--- config.mk ---
export PLATFORM = sky130hd
export DESIGN_NAME = taillight_seq_monitor
export DESIGN_NICKNAME = d
export VERILOG_FILES = /design/src/rtl/taillight_seq_monitor.sv
export SDC_FILE = /design/constraint.sdc
export NUM_CORES = 1
export LEC_CHECK = 0
export BUFFER_PORTS_ARGS = -buffer_cell sky130_fd_sc_hd__buf_4
export CAP_MARGIN = 15
export CORE_MARGIN = 2
export CORE_UTILIZATION = 49
export CTS_BUF_LIST = sky130_fd_sc_hd__clkbuf_4
export DETAILED_ROUTE_END_ITERATION = 16
export PLACE_DENSITY = 0.78
export SYNTH_ARGS = -nofsm -noshare
export SYNTH_HDL_FRONTEND = slang
export SYNTH_SLANG_ARGS = --single-unit
--- constraint.sdc ---
create_clock -name clk -period 1.6 [get_ports clk]
set_input_delay 0.32 -clock clk [delete_from_list [all_inputs] [get_ports clk]]
set_output_delay 0.32 -clock clk [all_outputs]
set_load 0.05 [all_outputs]
--- src/rtl/taillight_seq_monitor.sv ---
// Passive monitor for the turn-signal sequencer's six tail-light lamps.
// Each side is tracked independently through 000->001->011->111->000.
// The monitor reports completed sequences, sticky illegal-transition flags,
// saturating completion counts, and simultaneous (hazard) completions.
module taillight_seq_monitor #(
  parameter int unsigned CNT_W = 8
) (
  input  logic             clk,
  input  logic             reset,
  input  logic             clr,
  input  logic             LA,
  input  logic             LB,
  input  logic             LC,
  input  logic             RA,
  input  logic             RB,
  input  logic             RC,
  output logic             l_done,
  output logic             r_done,
  output logic             hazard,
  output logic             l_err,
  output logic             r_err,
  output logic [CNT_W-1:0] l_cnt,
  output logic [CNT_W-1:0] r_cnt,
  output logic [1:0]       l_phase,
  output logic [1:0]       r_phase
);

  typedef enum logic [1:0] {
    IDLE = 2'd0,
    S1   = 2'd1,
    S2   = 2'd2,
    S3   = 2'd3
  } state_t;

  typedef struct packed {
    state_t nxt;
    logic   done;
    logic   bad;
  } step_t;

  // One tracker step. Any illegal pattern resyncs to S1 on 001, else IDLE,
  // so a default of "illegal" is set first and legal moves override it.
  function automatic step_t track(input state_t s, input logic [2:0] p);
    step_t r;
    r.nxt  = (p == 3'b001) ? S1 : IDLE;
    r.done = 1'b0;
    r.bad  = 1'b1;
    case (s)
      IDLE: if (p == 3'b000 || p == 3'b001) r.bad = 1'b0;
      S1:   if (p == 3'b011) begin r.nxt = S2; r.bad = 1'b0; end
      S2:   if (p == 3'b111) begin r.nxt = S3; r.bad = 1'b0; end
      S3:   if (p == 3'b000) begin r.nxt = IDLE; r.bad = 1'b0; r.done = 1'b1; end
      default: ;
    endcase
    return r;
  endfunction

  state_t     l_state, r_state;
  step_t      l_step, r_step;
  logic [2:0] l_pat, r_pat;

  assign l_pat   = {LC, LB, LA};
  assign r_pat   = {RC, RB, RA};
  assign l_phase = l_state;
  assign r_phase = r_state;

  // Next-state and event decode for both sides from this edge's lamp pattern.
  always_comb begin
    l_step = '0;
    r_step = '0;
    l_step = track(l_state, l_pat);
    r_step = track(r_state, r_pat);
  end

  // Tracker state and one-cycle event pulses; clr leaves these untouched.
  always_ff @(posedge clk or negedge reset) begin
    if (!reset) begin
      l_state <= IDLE;
      r_state <= IDLE;
      l_done  <= 1'b0;
      r_done  <= 1'b0;
      hazard  <= 1'b0;
    end else begin
      l_state <= l_step.nxt;
      r_state <= r_step.nxt;
      l_done  <= l_step.done;
      r_done  <= r_step.done;
      hazard  <= l_step.done & r_step.done;
    end
  end

  // Sticky error flags: a new error on the clearing edge takes priority.
  always_ff @(posedge clk or negedge reset) begin
    if (!reset) begin
      l_err <= 1'b0;
      r_err <= 1'b0;
    end else begin
      if (l_step.bad)  l_err <= 1'b1;
      else if (clr)    l_err <= 1'b0;
      if (r_step.bad)  r_err <= 1'b1;
      else if (clr)    r_err <= 1'b0;
    end
  end

  // Saturating completion counters; clr beats a same-edge increment.
  always_ff @(posedge clk or negedge reset) begin
    if (!reset) begin
      l_cnt <= '0;
      r_cnt <= '0;
    end else begin
      if (clr)                              l_cnt <= '0;
      else if (l_step.done && l_cnt != '1)  l_cnt <= l_cnt + 1'b1;
      if (clr)                              r_cnt <= '0;
      else if (r_step.done && r_cnt != '1)  r_cnt <= r_cnt + 1'b1;
    end
  end

endmodule

# Yosys cells after proc, flatten, opt, wreduce, memory -nomap -nowiden
# Cells that the tools add are included.
# word_totals
reg_bits,25
input_bits,9
output_inout_bits,25
# classes
addsub,2
n_eq_ne,14
muxes,27
n_bitwise,1
reduce_logical,12
# ops
cell,n
two-way mux 8 bit,4
adder 8 x 1 -> 8 bit (second input constant),2
inequality test 8 bit (second input constant),2
two-way mux 1 bit,13
case mux 2 bit (3 select lines),2
equality test 2 bit (second input constant),4
two-way mux 2 bit,4
case mux 1 bit (4 select lines),2
nonzero test 2 bit,4
equality test 3 x 1 -> 1 bit (second input constant),2
equality test 3 x 2 -> 1 bit (second input constant),2
equality test 3 bit (second input constant),2
zero test 3 bit,2
two-way mux 3 bit,2
equality test 2 x 1 -> 1 bit (second input constant),2
zero test 2 bit,2
logical AND 1 bit,2
logical OR 1 bit,2
AND 1 bit,1

# Depth between registers and ports, before layout
# Gate-level depths: netlist (run 1).
# logic_depth
word_depth,7
mapped_depth,5
ltp_nobuf,5

# Least setup slack after synthesis (run 1)
# No wires, ideal clock.
# synth_timing
path_type,reg2reg
startpoint,register l_cnt[0]
endpoint,register l_cnt[4]
setup_time_ns,0.120
t_arrival_ns,1.804
required_ns,1.480
path_slack_ns,-0.324
path_stages_with_launch,6
synth_period_minus_slack_ns,1.924
path_cell_list,dfrtp_1 > ha_1 > nand2_1 > a2111oi_2 > a21oi_1 > a31o_2
# synth_between
elab_chain_len,3
word_cells_on_any_way,6
# synth_lines
item,line,rtl
start: declaration,22,"output logic [CNT_W-1:0] l_cnt,"
start signal: assignment,112,else if (l_step.done && l_cnt != '1) l_cnt <= l_cnt + 1'b1;
adder 8 x 1 -> 8 bit or inequality test 8 bit (tied branches),112,
two-way mux 8 bit or logical AND 1 bit (tied branches),112,
two-way mux 8 bit or nonzero test 2 bit (tied branches),n/a,
# Several ways; a longest one is shown, not always the timed one. The select of a mux whose other input is x is not followed.
# A chain may end at the register's enable or synchronous reset.

# Worst setup path after layout (run 1)
# layout_timing
startpoint,"register l_state[0], in the netlist l_phase[0]"
endpoint,register l_cnt[6]
# layout_between
elab_chain_len,4
# layout_lines
item,line,rtl
start: declaration,58,"state_t l_state, r_state;"
start signal: assignment,84,l_state <= l_step.nxt;
equality test 2 bit,48,case (s)
two-way mux 1 bit,48,
logical AND 1 bit,112,
nonzero test 2 bit (no line),n/a,
# Every way passes these cells.

==> results, run 1 <==
- The run finished with clean final reports.
- 0 antenna diodes ended up in the layout.
- The worst-case IR drop observed on VDD is 383 uV.
- The total standard cell area after synthesis is between 1000 and 1500 sq um.
- The synthesized area per cell is 10.4 sq um.
- Clock skew on the completed layout was measured at 0.00608 ns.
- The worst-path cell with the longest stage delay is or4_4.
- Counting every net in the synthesized netlist gives 136.
- Once detailed placement completed, the half-perimeter wirelength came to 2170 um.
- The final wirelength is 2950 um.
- Once layout is complete, the utilization of the core stands at 73.6%.
- In this design, the stage delay of the slowest critical-path cell is about 0.48 ns.
- The total power density per cell area is 573 nW/um^2.
- The xor/xnor share of the synthesized area is 2.02%.
- Of the total synthesized cell area, the portion taken by full adders, half adders and majority gates is 1.93%.
- The worst setup slack for register-to-register paths is 0.05 ns.
- Input and output buffers added on the ports amount to 33.
- For this run, the post-layout net count is 187.
- In the synthesized netlist, mux cells make up 3.28% of the area.
- Once layout is complete, the cells apart from fillers number 205.
- The floorplan core area is between 2000 and 2500 sq um.
- The count of endpoints failing setup in the final report is 0.
- The family with the most delay on the worst path is simple AND/OR/NAND/NOR gates.
- The clock tree from TritonCTS is done.
- The final critical-path setup slack is 0.0510 ns.
- The die is 55.5 um tall.
- The number of global-route vias before repair is 1,078.
- The depth of the worst register-to-register path is 4.
- In the synthesized netlist, the number of instances is 125.
- Final hold analysis gives a worst-case slack of 0.236 ns.
- Summing all flip-flop and latch instances after layout gives 648 sq um.
- The initial antenna violation count is 0.
- The wire length of the first global-routing pass is 4880 um.
- The area of the die is 3080 sq um.
- The final estimated routing congestion in global placement is ~0.79.
- In this run the number of cells on the critical path is 4.
- The most numerous cell in the Yosys netlist is dfrtp_1.
- The critical path goes through nand4bb_4 -> or2_4 -> or4_4 -> a21oi_2.
- The transition time at the pin with the least slew margin is about 0.37 ns.
- Once placement finished, the instance area stood at 1740 sq um.
- Including well taps, the total number of placed cells is between 150 and 200.
- The later pin in the worst-skew pair is clocked with a latency of 0.31 ns.
- The leakage power total is 0.833 nW.
- The number of buffers and inverters on the critical path is 0.
- Tracing the worst setup path back leads to its startpoint at l_phase[0].
- The maximum number of pins on one net before global-route repair is 26.
- Counting instances in the post-synthesis netlist gives the leading cell types as dfrtp_1, nor2_1, nand3_1.
- The layout filler cell count is 168.
- The boundary pin count is 34.
- The vias per cell is 5.48.
- After floorplanning, the core was divided into 18 placement rows.
- Counting every sink on the clock net gives 25.
- The endpoint class of the critical path is a flop.
- Setup total negative slack on the finished layout was measured at 0 ns.
- The area share of and/or/nand/nor cells after synthesis is 26.5%.
- The worst path uses about 97% of the clock period.
- No sink is reached through more buffers than the 2 on the longest clock path.
- The post-synthesis register bit count is 25.
- The worst flop-to-flop path endpoint is l_cnt[6].
- The layout-stage area growth over the synthesis result is 41.6%.
- Before CTS, the worst setup slack after placement is -0.0332 ns.
- Before antenna repair, the detailed router went through 4 iterations.
- The remaining antenna violation count after routing is 0.
- The area fraction in compound gates after synthesis is 16.1%.
- The tree is rooted in a clkbuf_4.
- In this run the worst path has a maximum fanout of 7.
- The final global-route overflow total is 0.
- The final hold violation count is 0.
- For this run, the leading register cell type out of synthesis is dfrtp_1.
- The worst path required time is around 1.9 ns.
- The worst max-slew margin expressed relative to the limit is 74.9%.
- The remaining routing DRC violations is 0.
- After synthesis, the cell types taking the most area are dfrtp_1, nor2_1, nand2b_1.
- The clock-pin slew reported for the worst setup and hold paths after clock tree synthesis is 0.14 ns.
- The detailed router finished its first iteration with 21 violations.
- The tool flagged a number of max-cap violations equal to 0.
- The async set-reset flop share out of synthesis is between 90% and 100%.
- The number of warnings issued by yosys is 0.
- Dividing the detail-routed wire length by the instance count gives ~14 um.
- The setup path with the least slack is of type flop to flop.
- The element type at the critical path start is a flop.
- The count of flip-flops with a built-in enable after synthesis is 0.
- For this run, the register share of the synthesized area comes to 48.2%.
- The post-layout total power is 1.05 mW.
- Summing all multi-input logic gate instances after layout gives ~740 sq um.
- The share of layout cells above drive strength 1 is roughly 50%.
- dfrtp_1 takes more of the synthesized area than any other cell.
- The total count of max-transition violations in the final report came to 0.
- Timing would allow up to 646 MHz.
- The critical register-to-register path startpoint is l_phase[0].
- The combinational family with the most area after synthesis is simple AND/OR/NAND/NOR gates.
- Detailed routing inserted a total of 1,124 vias.
- The worst min-delay path category is primary input to flop.
- CTS built an H-tree with a depth of 1.
- The total CTS buffers is 3.
- The critical path endpoint is l_cnt[6].
- The all-layer global routing usage is 19.5%.
- The finished cells cover 1840 sq um.
- Data on the critical path arrives at its endpoint at 1.80 ns.
- The effective utilization at floorplan is between 50% and 60%.
- The fraction of post-synthesis cell area in the top cell type by area is 48.2%.
- The minimum clock period after layout is between 1.5 and 2 ns.
- The width of the die is 55.5 um.
- The number of distinct library cells after synthesis is 45.
## power by group
group,switching (mW),internal [mW],leakage (nW)
Sequential,0.00731,0.638,0.309
Combinational,0.0652,0.0415,0.505
Clock,0.188,0.114,0.0184
Total,0.260,0.794,0.833
## worst reg2reg max path, cell delays in order (launching register included)
cell       delay, ns
dfrtp_2         0.46
nand4bb_4       0.13
or2_4           0.29
or4_4           0.48
a21oi_2         0.13
## repair_timing
action / in CTS / in global routing
hold buffers: 1 / 0
buffers inserted: 0 / 5
endpoints found under the setup margin: 0 / 5
resized for setup: 0 / 5
endpoints found under the hold margin: 25 / 0
## cells by family (layout without fill, tap and decap cells)
logic type	after synthesis	count (layout)
AND/OR/NAND/NOR	56	56
AO/OA/AOI/OAI	28	28
flip-flops	25	25
buffers and inverters	7	57
multiplexers	4	4
XOR/XNOR	3	3
adder cells (fa/ha/maj)	2	2
## sequential cells by signal, summed over array words and instances, names as in the netlist
signal   count
r_done       1
l_done       1
r_cnt        8
r_phase      2
l_phase      2
l_err        1
r_err        1
l_cnt        8
hazard       1
## metal layers
| metal | up-vias | global-route usage (%) | routed length (um) |
|---|---|---|---|
| li1 | 564 | - | - |
| met1 | 532 | 26.7 | 1430 |
| met2 | 26 | 32.5 | 1410 |
| met3 | 2 | 3.04 | 102 |
| met4 | 0 | 4.18 | 10 |
| met5 | - | 0 | 0 |
## layout make-up
cell class              instances  area share, %
clock buffers                   4           1.63
multi-input cells              93           40.3
repair buffers                 48           19.7
flip-flops and latches         25           35.2
well taps                      30           2.04
inverters                       5           1.02
## worst min path at each step
| stage | start | endpoint | cells after the start |
|---|---|---|---|
| after floorplan | reset | hazard | 0 |
| after global placement | reset | l_phase[0] | 1 |
| after detailed placement | reset | l_err | 1 |
| after CTS | RA | r_phase[0] | 2 |
| after global routing | RA | r_phase[0] | 2 |
| final | RA | r_phase[0] | 2 |
## placed cells by master, fill, tap and decap left out, types with 2 or more instances in the layout
cell      instances
buf_4            47
dfrtp_2          18
nor2_1           12
nand3_1           7
dfrtp_1           7
nand2_1           6
nand2b_1          6
inv_1             5
o22ai_1           4
a21oi_1           4
clkbuf_4          4
and3_1            3
nor2b_1           3
o21ai_0           2
o21a_1            2
and3b_1           2
and2_1            2
a21oi_2           2
nor3_1            2
mux2i_1           2
o211ai_1          2
xor2_1            2
ha_4              2
Power figures use the tool's default switching activity.
==> run 2, diff against run 1 <==
==> config.mk (replaced) <==
export PLATFORM = sky130hd
export DESIGN_NAME = taillight_seq_monitor
export DESIGN_NICKNAME = d
export VERILOG_FILES = /design/src/rtl/taillight_seq_monitor.sv
export SDC_FILE = /design/constraint.sdc
export NUM_CORES = 1
export LEC_CHECK = 0
export CAP_MARGIN = 15
export CORE_MARGIN = 2
export CORE_UTILIZATION = 58
export CTS_BUF_LIST = sky130_fd_sc_hd__clkbuf_4
export DETAILED_ROUTE_END_ITERATION = 16
export DONT_BUFFER_PORTS = 1
export GPL_ROUTABILITY_DRIVEN = 0
export PLACE_DENSITY = 0.76
export SYNTH_ARGS = -nofsm -noshare
export SYNTH_HDL_FRONTEND = slang
export SYNTH_SLANG_ARGS = --single-unit
==> results, run 2 (same netlist as run 1, synthesis figures left out) <==
- The final wirelength is 2930 um.
- Leaving out fill and tap cells, the most frequent cell in the layout is buf_4.
- On the critical path, the stage with the largest delay is an instance of dfrtp_2.
- Row generation in the floorplan step produced 17 rows.
- The number of global-route vias before repair is approximately 1,100.
- The worst hold path begins at clr.
- The sequential cells in the finished layout cover a total of 648 sq um.
- The minimum clock period after layout is 1.58 ns.
- In this run the tool buffered the top-level ports with 0 buffer cells.
- The final hold violation count is 0.
- The transition time at the pin with the least slew margin is 0.462 ns.
- The width of the die is 51.3 um.
- The critical setup path kind is flop to flop.
- After detailed routing, the number of vias per cell comes to approximately 6.0.
- For the final database, setup skew stands at 0.00975 ns.
- The critical register-to-register path startpoint is r_cnt[1].
- The area of the die is 2630 sq um.
- The wire length of the first global-routing pass is 4830 um.
- The worst min-delay path category is primary input to flop.
- Global routing used 24.8% of the available tracks.
- Clock latency on the worst-skew pair, taken at its later pin, is around 0.33 ns.
- After floorplanning, the core was sized to cover approximately 2200 sq um.
- The clock tree from TritonCTS is done.
- After detailed routing, the number of remaining DRC violations is 0.
- The run finished with clean final reports.
- In the layout the commonest cells are buf_4, dfrtp_2, nor2_1.
- The post-route netlist has between 30% and 40% of its cells at a drive strength greater than 1.
- For this block, the initial DRC count from the detailed router was 25.
- Once detail routing completed, the nets flagged for antenna violations numbered 0.
- The total count of max-transition violations in the final report was 0.
- The number of sinks driven by the clock tree is 25.
- Of the available clock period, the critical path in the final layout requires 98.6%.
- The depth of the worst register-to-register path is 5.
- Counting the fill cells in the layout gives 168.
- Setup slack closes at between 0.02 and 0.025 ns.
- Setup repair after global routing could not meet its margin everywhere.
- The count of endpoints failing setup in the final report is 0.
- The total area of multi-input combinational cells is 724 sq um.
- For this design the ratio of total power to cell area is 600 nW/um^2.
- Counting the buffers created by CTS gives 3.
- In the final layout, the registers with the most flip-flops are l_cnt: 8 flops, r_cnt: 8 flops.
- The maximum number of pins on one net before global-route repair is 26.
- In this run the count of I/O pins placed on the die edge is 34.
- The routed layout has between 1,000 and 1,500 vias.
- The fmax is between 600 and 700 MHz.
- The largest single stage delay on the critical path is 0.44 ns.
- Across all register-to-register paths, the minimum setup slack is 0.02 ns.
- The biggest fanout along the worst timing path is 4.
- STA classifies the critical path startpoint as a flop.
- The leakage power total is 0.728 nW.
- Counting instances, the worst hold path has a depth of 1.
- The worst max-slew margin expressed relative to the limit is 69.2%.
- Detailed placement ended at an HPWL of roughly 2100 um.
- The minimum setup slack after placement is between 0.07 and 0.08 ns.
- The final global-route overflow total is 0.
- The initial antenna violation count is 0.
- The endpoint of the worst hold path is l_cnt[6].
- Dividing the detail-routed wire length by the instance count gives approximately 16 um.
- The worst path required time is 1.85 ns.
- From synthesis to final layout, the design area changed by 28.7%.
- The tree is rooted in a clkbuf_4.
- The maximum clock insertion buffer count is 2.
- The share of the core filled with cells in the final layout is between 70 and 80%.
- The worst hold-check slack is slightly above 0.03 ns.
- The initial utilization of the core area, before any placement, comes to about three fifths.
- For the worst setup path, the data arrival time is 1.82 ns.
- The worst flop-to-flop path endpoint is r_cnt[6].
- The repair_antennas step left the layout with diodes totalling 0.
- CTS built an H-tree with a depth of 1.
- The first-pass iteration count of the detailed router is 4.
- The count of nets after finishing is about 170.
- The endpoint class of the critical path is a flop.
- The die boundary height is 51.3 um.
- The tool flagged a number of max-cap violations equal to 0.
- Walking the worst path, the cells encountered are ha_4 -> nor4bb_4 -> o211ai_1 -> or3_1 -> a21oi_1.
- After clock tree synthesis, the clock-pin slew on the worst setup and hold paths is 0.14 ns.
- IR analysis of the VDD net gives a maximum drop of around 410 uV.
==> run 2: cell types whose count changed in the layout (fill, tap and decap cells not counted), sizes merged <==
cell	change
buf	-21
clkbuf	-1
clkinv	+1
==> run 2: how the worst max path moves through the flow <==
stage | cells after the start | from | to
finish | 5 | r_cnt[1] | r_cnt[6]
global route | 5 | r_cnt[1] | r_cnt[6]
CTS | 5 | r_cnt[0] | r_cnt[6]
detailed placement | 5 | r_cnt[1] | r_cnt[6]
global placement | 4 | LC | l_cnt[0]
floorplan | 4 | l_phase[0] | l_cnt[6]
==> run 2: power breakdown <==
part / internal [mW] / switching [mW] / total (mW)
Clock: 0.0938 / 0.192 / 0.286
Sequential: 0.638 / 0.0140 / 0.652
Combinational: 0.0277 / 0.0375 / 0.0652
==> run 2: area by class of cell <==
cell class              instances  area share [%]
multi-input cells              93            43.3
clock buffers                   3            1.35
inverters                       5            1.12
flip-flops and latches         25            38.8
well taps                      28            2.10
repair buffers                 27            13.0
clock inverters                 1           0.299
==> run 2: per-layer routing <==
metal | global-route usage [%] | vias up | share of wire (%)
met5 | 0 | - | 0
met4 | 10.5 | 0 | 1.6
met3 | 4.97 | 5 | 6.2
met2 | 41.3 | 43 | 48
met1 | 31.5 | 522 | 44
li1 | - | 522 | -
==> run 2: metrics by stage <==
step	TNS (ns)	cell area, sq um	cells	power (mW)
detailed placement	0	1610	175	0.710
CTS	0	1660	181	1.01
finish	0	1670	182	1.00
global route	-0.0229	1670	182	1.04
floorplan	-0.148	1400	125	0.706
global placement	0	1610	175	0.708
==> run 2: critical path, delay by kind of cell, from the launching register on <==
family | cells | cell delay, ns
AND/OR/NAND/NOR | 2 | 0.56
adder cells (fa/ha/maj) | 1 | 0.18
flip-flops | 1 | 0.44
AO/OA/AOI/OAI | 2 | 0.33
==> run 2: repair_timing <==
action / CTS / global route
setup buffers: 0 / 1
setup endpoints to repair: 0 / 1
hold buffers: 2 / 0
resized for setup: 0 / 0
hold endpoints to repair: 25 / 0
